File: config.mk
export PLATFORM = sky130hd
export DESIGN_NAME = wb_arbiter
export DESIGN_NICKNAME = d
export VERILOG_FILES = /design/src/rtl/cpu_types_pkg.sv /design/src/rtl/wb_queue.sv /design/src/rtl/wb_arbiter.sv
export SDC_FILE = /design/constraint.sdc
export NUM_CORES = 1
export LEC_CHECK = 0
export BUFFER_PORTS_ARGS = -buffer_cell sky130_fd_sc_hd__buf_4
export CAP_MARGIN = 20
export CORE_MARGIN = 8
export CORE_UTILIZATION = 45
export DETAILED_ROUTE_END_ITERATION = 10
export PLACE_DENSITY_LB_ADDON = 0.05
export RECOVER_POWER = 50
export SLEW_MARGIN = 10
export SYNTH_ARGS = -nofsm -noshare
export SYNTH_HDL_FRONTEND = slang
export SYNTH_SLANG_ARGS = --single-unit
File: constraint.sdc
create_clock -name CLK -period 4.88 [get_ports CLK]
set_input_delay 0.488 -clock CLK [delete_from_list [all_inputs] [get_ports CLK]]
set_output_delay 0.488 -clock CLK [all_outputs]
set_load 0.05 [all_outputs]
File: src/rtl/cpu_types_pkg.sv
// Shared CPU datapath types: register-file word, register index and writeback queue entry.
package cpu_types_pkg;

  localparam int unsigned WORD_W    = 32;
  localparam int unsigned REG_W     = 5;
  localparam int unsigned NREGS     = 32;
  localparam int unsigned WB_QDEPTH = 4;

  typedef logic [WORD_W-1:0] word_t;
  typedef logic [REG_W-1:0]  regbits_t;

  typedef struct packed {
    regbits_t wsel;
    word_t    wdat;
  } wb_entry_t;

endpackage

File: src/rtl/wb_queue.sv
// Long-latency result FIFO with per-entry live bits that can be squashed by destination register.
module wb_queue
  import cpu_types_pkg::*;
#(
  parameter int unsigned DEPTH = WB_QDEPTH
) (
  input  logic                     CLK,
  input  logic                     RST,
  input  logic                     push,
  input  wb_entry_t                push_ent,
  input  logic                     pop,
  input  logic                     squash_en,
  input  regbits_t                 squash_wsel,
  output wb_entry_t                head,
  output logic                     head_live,
  output logic                     empty,
  output logic                     full,
  output logic [$clog2(DEPTH):0]   count,
  output logic [NREGS-1:0]         pend_mask
);

  localparam int unsigned PTR_W = $clog2(DEPTH);
  localparam int unsigned CNT_W = PTR_W + 1;

  wb_entry_t          mem [DEPTH];
  logic [DEPTH-1:0]   live;
  logic [PTR_W-1:0]   rptr;
  logic [PTR_W-1:0]   wptr;

  assign empty     = (count == '0);
  assign full      = (count == CNT_W'(DEPTH));
  assign head      = mem[rptr];
  assign head_live = live[rptr];

  // Payload storage needs no reset; only live bits decide what is valid.
  always_ff @(posedge CLK) begin
    if (push) mem[wptr] <= push_ent;
  end

  always_ff @(posedge CLK or posedge RST) begin
    if (RST) begin
      rptr  <= '0;
      wptr  <= '0;
      count <= '0;
    end else begin
      if (push) wptr <= wptr + PTR_W'(1);
      if (pop)  rptr <= rptr + PTR_W'(1);
      count <= count + CNT_W'(push) - CNT_W'(pop);
    end
  end

  // A push and a pop never target the same slot: pop needs non-empty, push needs non-full.
  always_ff @(posedge CLK or posedge RST) begin
    if (RST) begin
      live <= '0;
    end else begin
      for (int i = 0; i < DEPTH; i++) begin
        if (push && (PTR_W'(i) == wptr))
          live[i] <= !(squash_en && (push_ent.wsel == squash_wsel));
        else if ((pop && (PTR_W'(i) == rptr)) ||
                 (squash_en && (mem[i].wsel == squash_wsel)))
          live[i] <= 1'b0;
      end
    end
  end

  always_comb begin
    pend_mask = '0;
    for (int i = 0; i < DEPTH; i++) begin
      if (live[i]) pend_mask[mem[i].wsel] = 1'b1;
    end
  end

endmodule

File: src/rtl/wb_arbiter.sv
// Register-file writeback arbiter: pipeline writes win, long-latency results drain from a queue.
module wb_arbiter
  import cpu_types_pkg::*;
#(
  parameter int unsigned DEPTH = WB_QDEPTH
) (
  input  logic                     CLK,
  input  logic                     RST,
  input  logic                     pipe_wen,
  input  regbits_t                 pipe_wsel,
  input  word_t                    pipe_wdat,
  input  logic                     lu_valid,
  input  regbits_t                 lu_wsel,
  input  word_t                    lu_wdat,
  output logic                     lu_ready,
  output logic                     rf_wen,
  output regbits_t                 rf_wsel,
  output word_t                    rf_wdat,
  output logic [NREGS-1:0]         pend_mask,
  output logic [$clog2(DEPTH):0]   count
);

  logic      pipe_issue;
  logic      q_push;
  logic      q_pop;
  logic      q_empty;
  logic      q_full;
  logic      head_live;
  wb_entry_t head;
  wb_entry_t push_ent;
  logic      wen_d;
  regbits_t  wsel_d;
  word_t     wdat_d;

  assign push_ent = '{wsel: lu_wsel, wdat: lu_wdat};
  assign lu_ready = !q_full;

  wb_queue #(.DEPTH(DEPTH)) u_queue (
    .CLK         (CLK),
    .RST         (RST),
    .push        (q_push),
    .push_ent    (push_ent),
    .pop         (q_pop),
    .squash_en   (pipe_issue),
    .squash_wsel (pipe_wsel),
    .head        (head),
    .head_live   (head_live),
    .empty       (q_empty),
    .full        (q_full),
    .count       (count),
    .pend_mask   (pend_mask)
  );

  // r0 is hardwired zero, so writes to it never issue nor enqueue.
  always_comb begin
    pipe_issue = pipe_wen && (pipe_wsel != '0);
    q_push     = lu_valid && lu_ready && (lu_wsel != '0);
    q_pop      = !pipe_issue && !q_empty;
    wen_d      = 1'b0;
    wsel_d     = head.wsel;
    wdat_d     = head.wdat;
    if (pipe_issue) begin
      wen_d  = 1'b1;
      wsel_d = pipe_wsel;
      wdat_d = pipe_wdat;
    end else if (q_pop) begin
      wen_d  = head_live;
    end
  end

  always_ff @(posedge CLK or posedge RST) begin
    if (RST) begin
      rf_wen  <= 1'b0;
      rf_wsel <= '0;
      rf_wdat <= '0;
    end else begin
      rf_wen <= wen_d;
      if (wen_d) begin
        rf_wsel <= wsel_d;
        rf_wdat <= wdat_d;
      end
    end
  end

endmodule

==> summary.md <==
| Metric | Value |
|---|---|
| GR Overflow Total | `0` |
| IO Pins | `152` |
| Worst slack after detailed placement | `1.76 ns` |
| Critical Path, Cell by Cell | `clkbuf_4 -> inv_1 -> clkbuf_1` |
| Failing checks | `max-capacitance violations, max-slew violations` |
| Wire length per cell after detailed routing | `23.3 um` |
| Vias | `5838` |
| PortBufs | `151` |
| Flops & latches, synth | `197` |
| R2R cell count | `4` |
| R2R setup slack | `2.23 ns` |
| Required time of the critical path | `4.48 ns` |
| Clk buf depth | `2` |
| RSZ-0062 raised after global routing | `no` |
| Total GRT Usage | `18.5%` |
| PwrDens | `605 nW/um^2` |
| Final Skew | `0.0161 ns` |
| Worst setup EP type | `async pin` |
| Sequential fraction of the synthesis area | `61.7%` |
| Hold buffers post-CTS | `0` |
| P_sw | `0.00265 W` |
| Peak supply drop | `0.000311 V` |
| First-pass GRT wire length | `36200 um` |
| Leakage | `3.90 nW` |
| Die ar. | `25300 um^2` |
| Clock Power Share | `20.8%` |
| Most common cell after layout, fill and taps aside | `edfxtp_1` |
| Fin util | `53.7%` |
| Worst-path clk slew | `0.08 ns` |
| CP startpoint kind | `input port` |
| # resized after CTS | `0` |
| # rows | `52` |
| Logic gate share of total power | `40.0%` |
| Latest clock arrival within the worst-skew pair | `0.43 ns` |
| Max Freq | `307 MHz` |
| Ys async rst share | `24.9%` |
| Vias in the first global route | `6204` |
| DRT iter0 DRCs | `377` |
| Nets | `801` |
| Via density | `5.87` |
| Part of the cycle the worst path needs | `66.7%` |
| CTS Root Cell | `clkbuf_16` |
| CTS Sinks | `197` |
| Hold Crit Class | `input port to flop` |
| Ys flop type | `edfxtp_1` |
| CTS tree | `done` |
| Rel. slew slack | `-108%` |
| Final Hold Viols | `0` |
| Post-CTS setup buffers | `0` |
| Status | `complete, but fails checks` |
| Max-slew violation count | `50` |
| Synth warn | `0` |
| Initial Util | `45.6%` |
| Slowest stage cell on the critical path | `clkbuf_1` |
| Drc violations | `0` |
| WP buf/inv | `3` |
| Antenna viol nets, final | `0` |
| Post-synth EDFFs | `148` |
| Layout cell share with drive strength beyond 1 | `24.7%` |
| Largest net degree at the start of global routing | `52` |
| Post-Synthesis Cell Area | `9200 um^2` |
| Worst Tran Pin Value | `3.13 ns` |
| Cts bufs inserted | `17` |
| Largest delay share family, worst path | `buffers and inverters` |
| Initial antenna violation count | `0` |
| Dpl cells | `961` |
| ANT cells | `0` |
| Max-cap viol count | `1` |
| Mapped Cells | `576` |
| Minimum clock period | `3.25 ns` |
| Crit-path max FO | `49` |
| Area grow syn2layout | `17.7%` |
| Syn avg cell area | `16.0 um^2` |
| Reg2reg end | `rf_wdat[27]$_DFFE_PP0P_` |
| Final WL | `23200 um` |
| Worst R2R Start | `u_queue.rptr[0]$_DFFE_PP0P_` |
| Sequential share of power | `39.2%` |
| Core area | `20200 um^2` |
| Hpwl dp | `15200 um` |
| Internal Power | `0.00390 W` |
| Number of cells on the critical path | `3` |
| CP endpoint | `u_queue.rptr[1]$_DFFE_PP0P_` |
| DR pass1 iterations | `5` |
| Critical Path Max Stage Delay | `2.21 ns` |
| Final setup viols | `0` |
| Switching Fraction | `40.4%` |
| Total Negative Setup Slacks | `0 ns` |
| Worst EP arrival | `2.85 ns` |
| Unique masters post-synth | `46` |
| Die Height | `159 um` |
| Final setup margin | `1.63 ns` |
| Routability congestion estimate | `0.895` |
| Finished Layout Cells | `995` |
| Worst setup startpoint | `RST` |
| Most frequent cells in the layout | `edfxtp_1 (148), buf_4 (80), clkbuf_1 (75)` |
| CTS HTree Levels | `4` |
| Syn Nets | `665` |
| Worst Setup Path Type | `input port to async pin` |
| Die Wd | `159 um` |
==> logic make-up (layout without fill, tap and decap cells) <==
family / count (synthesis) / after routing / share of synthesized area [%]
buffers and inverters: 56 / 205 / 2.78
multiplexers: 109 / 109 / 18.2
AND/OR/NAND/NOR: 97 / 97 / 6.24
adder cells (fa/ha/maj): 11 / 11 / 1.58
XOR/XNOR: 25 / 25 / 2.38
flip-flops: 197 / 197 / 61.7
AO/OA/AOI/OAI: 81 / 81 / 7.13
==> worst reg2reg max path, stage by stage, from the launching register on <==
cell     delay, ns
dfrtp_2       0.68
buf_4         0.60
mux4_2        0.65
mux2_1        0.31
mux2_1        0.29
==> registers in the layout, indices dropped and copies added, names as in the netlist <==
name and flops:
rf_wen 1, u_queue.count 3, u_queue.live 4, u_queue.mem 148, u_queue.wptr 2, rf_wdat 32
u_queue.rptr 2, rf_wsel 5
==> cells in the mapped netlist, types with 2 or more instances <==
master       n  area (um^2)
or3_1        3         18.8
a21oi_1      7         35.0
or3b_2       6         52.6
nor3b_1      8         60.1
nand3_1      8         40.0
inv_1       16         60.1
clkbuf_1    25         93.8
mux2i_1      6         60.1
edfxtp_1   148         4440
xor2_1      10         87.6
nor4_1       5         31.3
buf_4        6         45.0
mux2_4       8          120
o22ai_1     16          100
ha_1        10          125
and3_1       8         50.1
xnor2_1     15          131
o32ai_1      4         35.0
mux4_2      38          856
mux2_2       3         33.8
o221ai_1    13          114
nand3b_1    11         82.6
o2111ai_1    5         43.8
nand2b_1     3         18.8
a22oi_1     13         97.6
nand2_1     17         63.8
buf_6        2         22.5
mux2_1      54          608
buf_2        6         30.0
nor2_1      15         56.3
a221o_1     16          160
and3b_1      4         35.0
dfrtp_1     49         1230
o211ai_1     3         22.5
nor3_1       2         10.0
nor2b_1      3         18.8
==> stage by stage <==
step	hold slack [ns]	total power (W)	area, um^2
finish	0.305	0.00654	10800
global route	0.307	0.00687	10800
CTS	0.231	0.00677	11100
detailed placement	0.476	0.00541	10500
global placement	0.472	0.00534	10500
floorplan	0.554	0.00455	9200
==> power groups by stage <==
stage,Clock [W],Combinational [W],Sequential (W)
finish,0.00136,0.00261,0.00257
global placement,0,0.00276,0.00258
floorplan,0,0.00147,0.00308
global route,0.00145,0.00281,0.00262
CTS,0.00139,0.00281,0.00257
detailed placement,0,0.00280,0.00260
==> layer usage <==
metal  vias to the layer above  wire, um  GRT usage, %
met1                      2905     10100          23.8
met4                         0       492          6.00
met2                       301     10700          29.4
met3                        56      1900          5.69
met5                         -         0             0
li1                       2576         -             -
==> final cells by class <==
cell class	instances	area, um^2
Fill cell	1732	9350
Inverter	16	60.1
Multi-Input combinational cell	323	3270
Timing Repair Buffer	157	896
Clock buffer	18	429
Sequential cell	197	5670
Tap cell	270	338
Clock inverter	14	154
==> how the worst min path moves through the flow <==
| stage | startpoint | to | slack [ns] | depth (start not counted) |
|---|---|---|---|---|
| 6_report | lu_wdat[8] | u_queue.mem[2][8]$_DFFE_PP_ | 0.30 | 1 |
| 5_1_grt | lu_wdat[4] | u_queue.mem[1][4]$_DFFE_PP_ | 0.31 | 1 |
| 4_1_cts | lu_wdat[8] | u_queue.mem[2][8]$_DFFE_PP_ | 0.23 | 1 |
| 3_5_place_dp | rf_wdat[20]$_DFFE_PP0P_ | rf_wdat[20]$_DFFE_PP0P_ | 0.48 | 1 |
| 3_3_place_gp | rf_wdat[14]$_DFFE_PP0P_ | rf_wdat[14]$_DFFE_PP0P_ | 0.47 | 1 |
| 2_1_floorplan | u_queue.live[1]$_DFFE_PP0P_ | u_queue.live[1]$_DFFE_PP0P_ | 0.55 | 2 |
(Power assumes the default switching activity.)
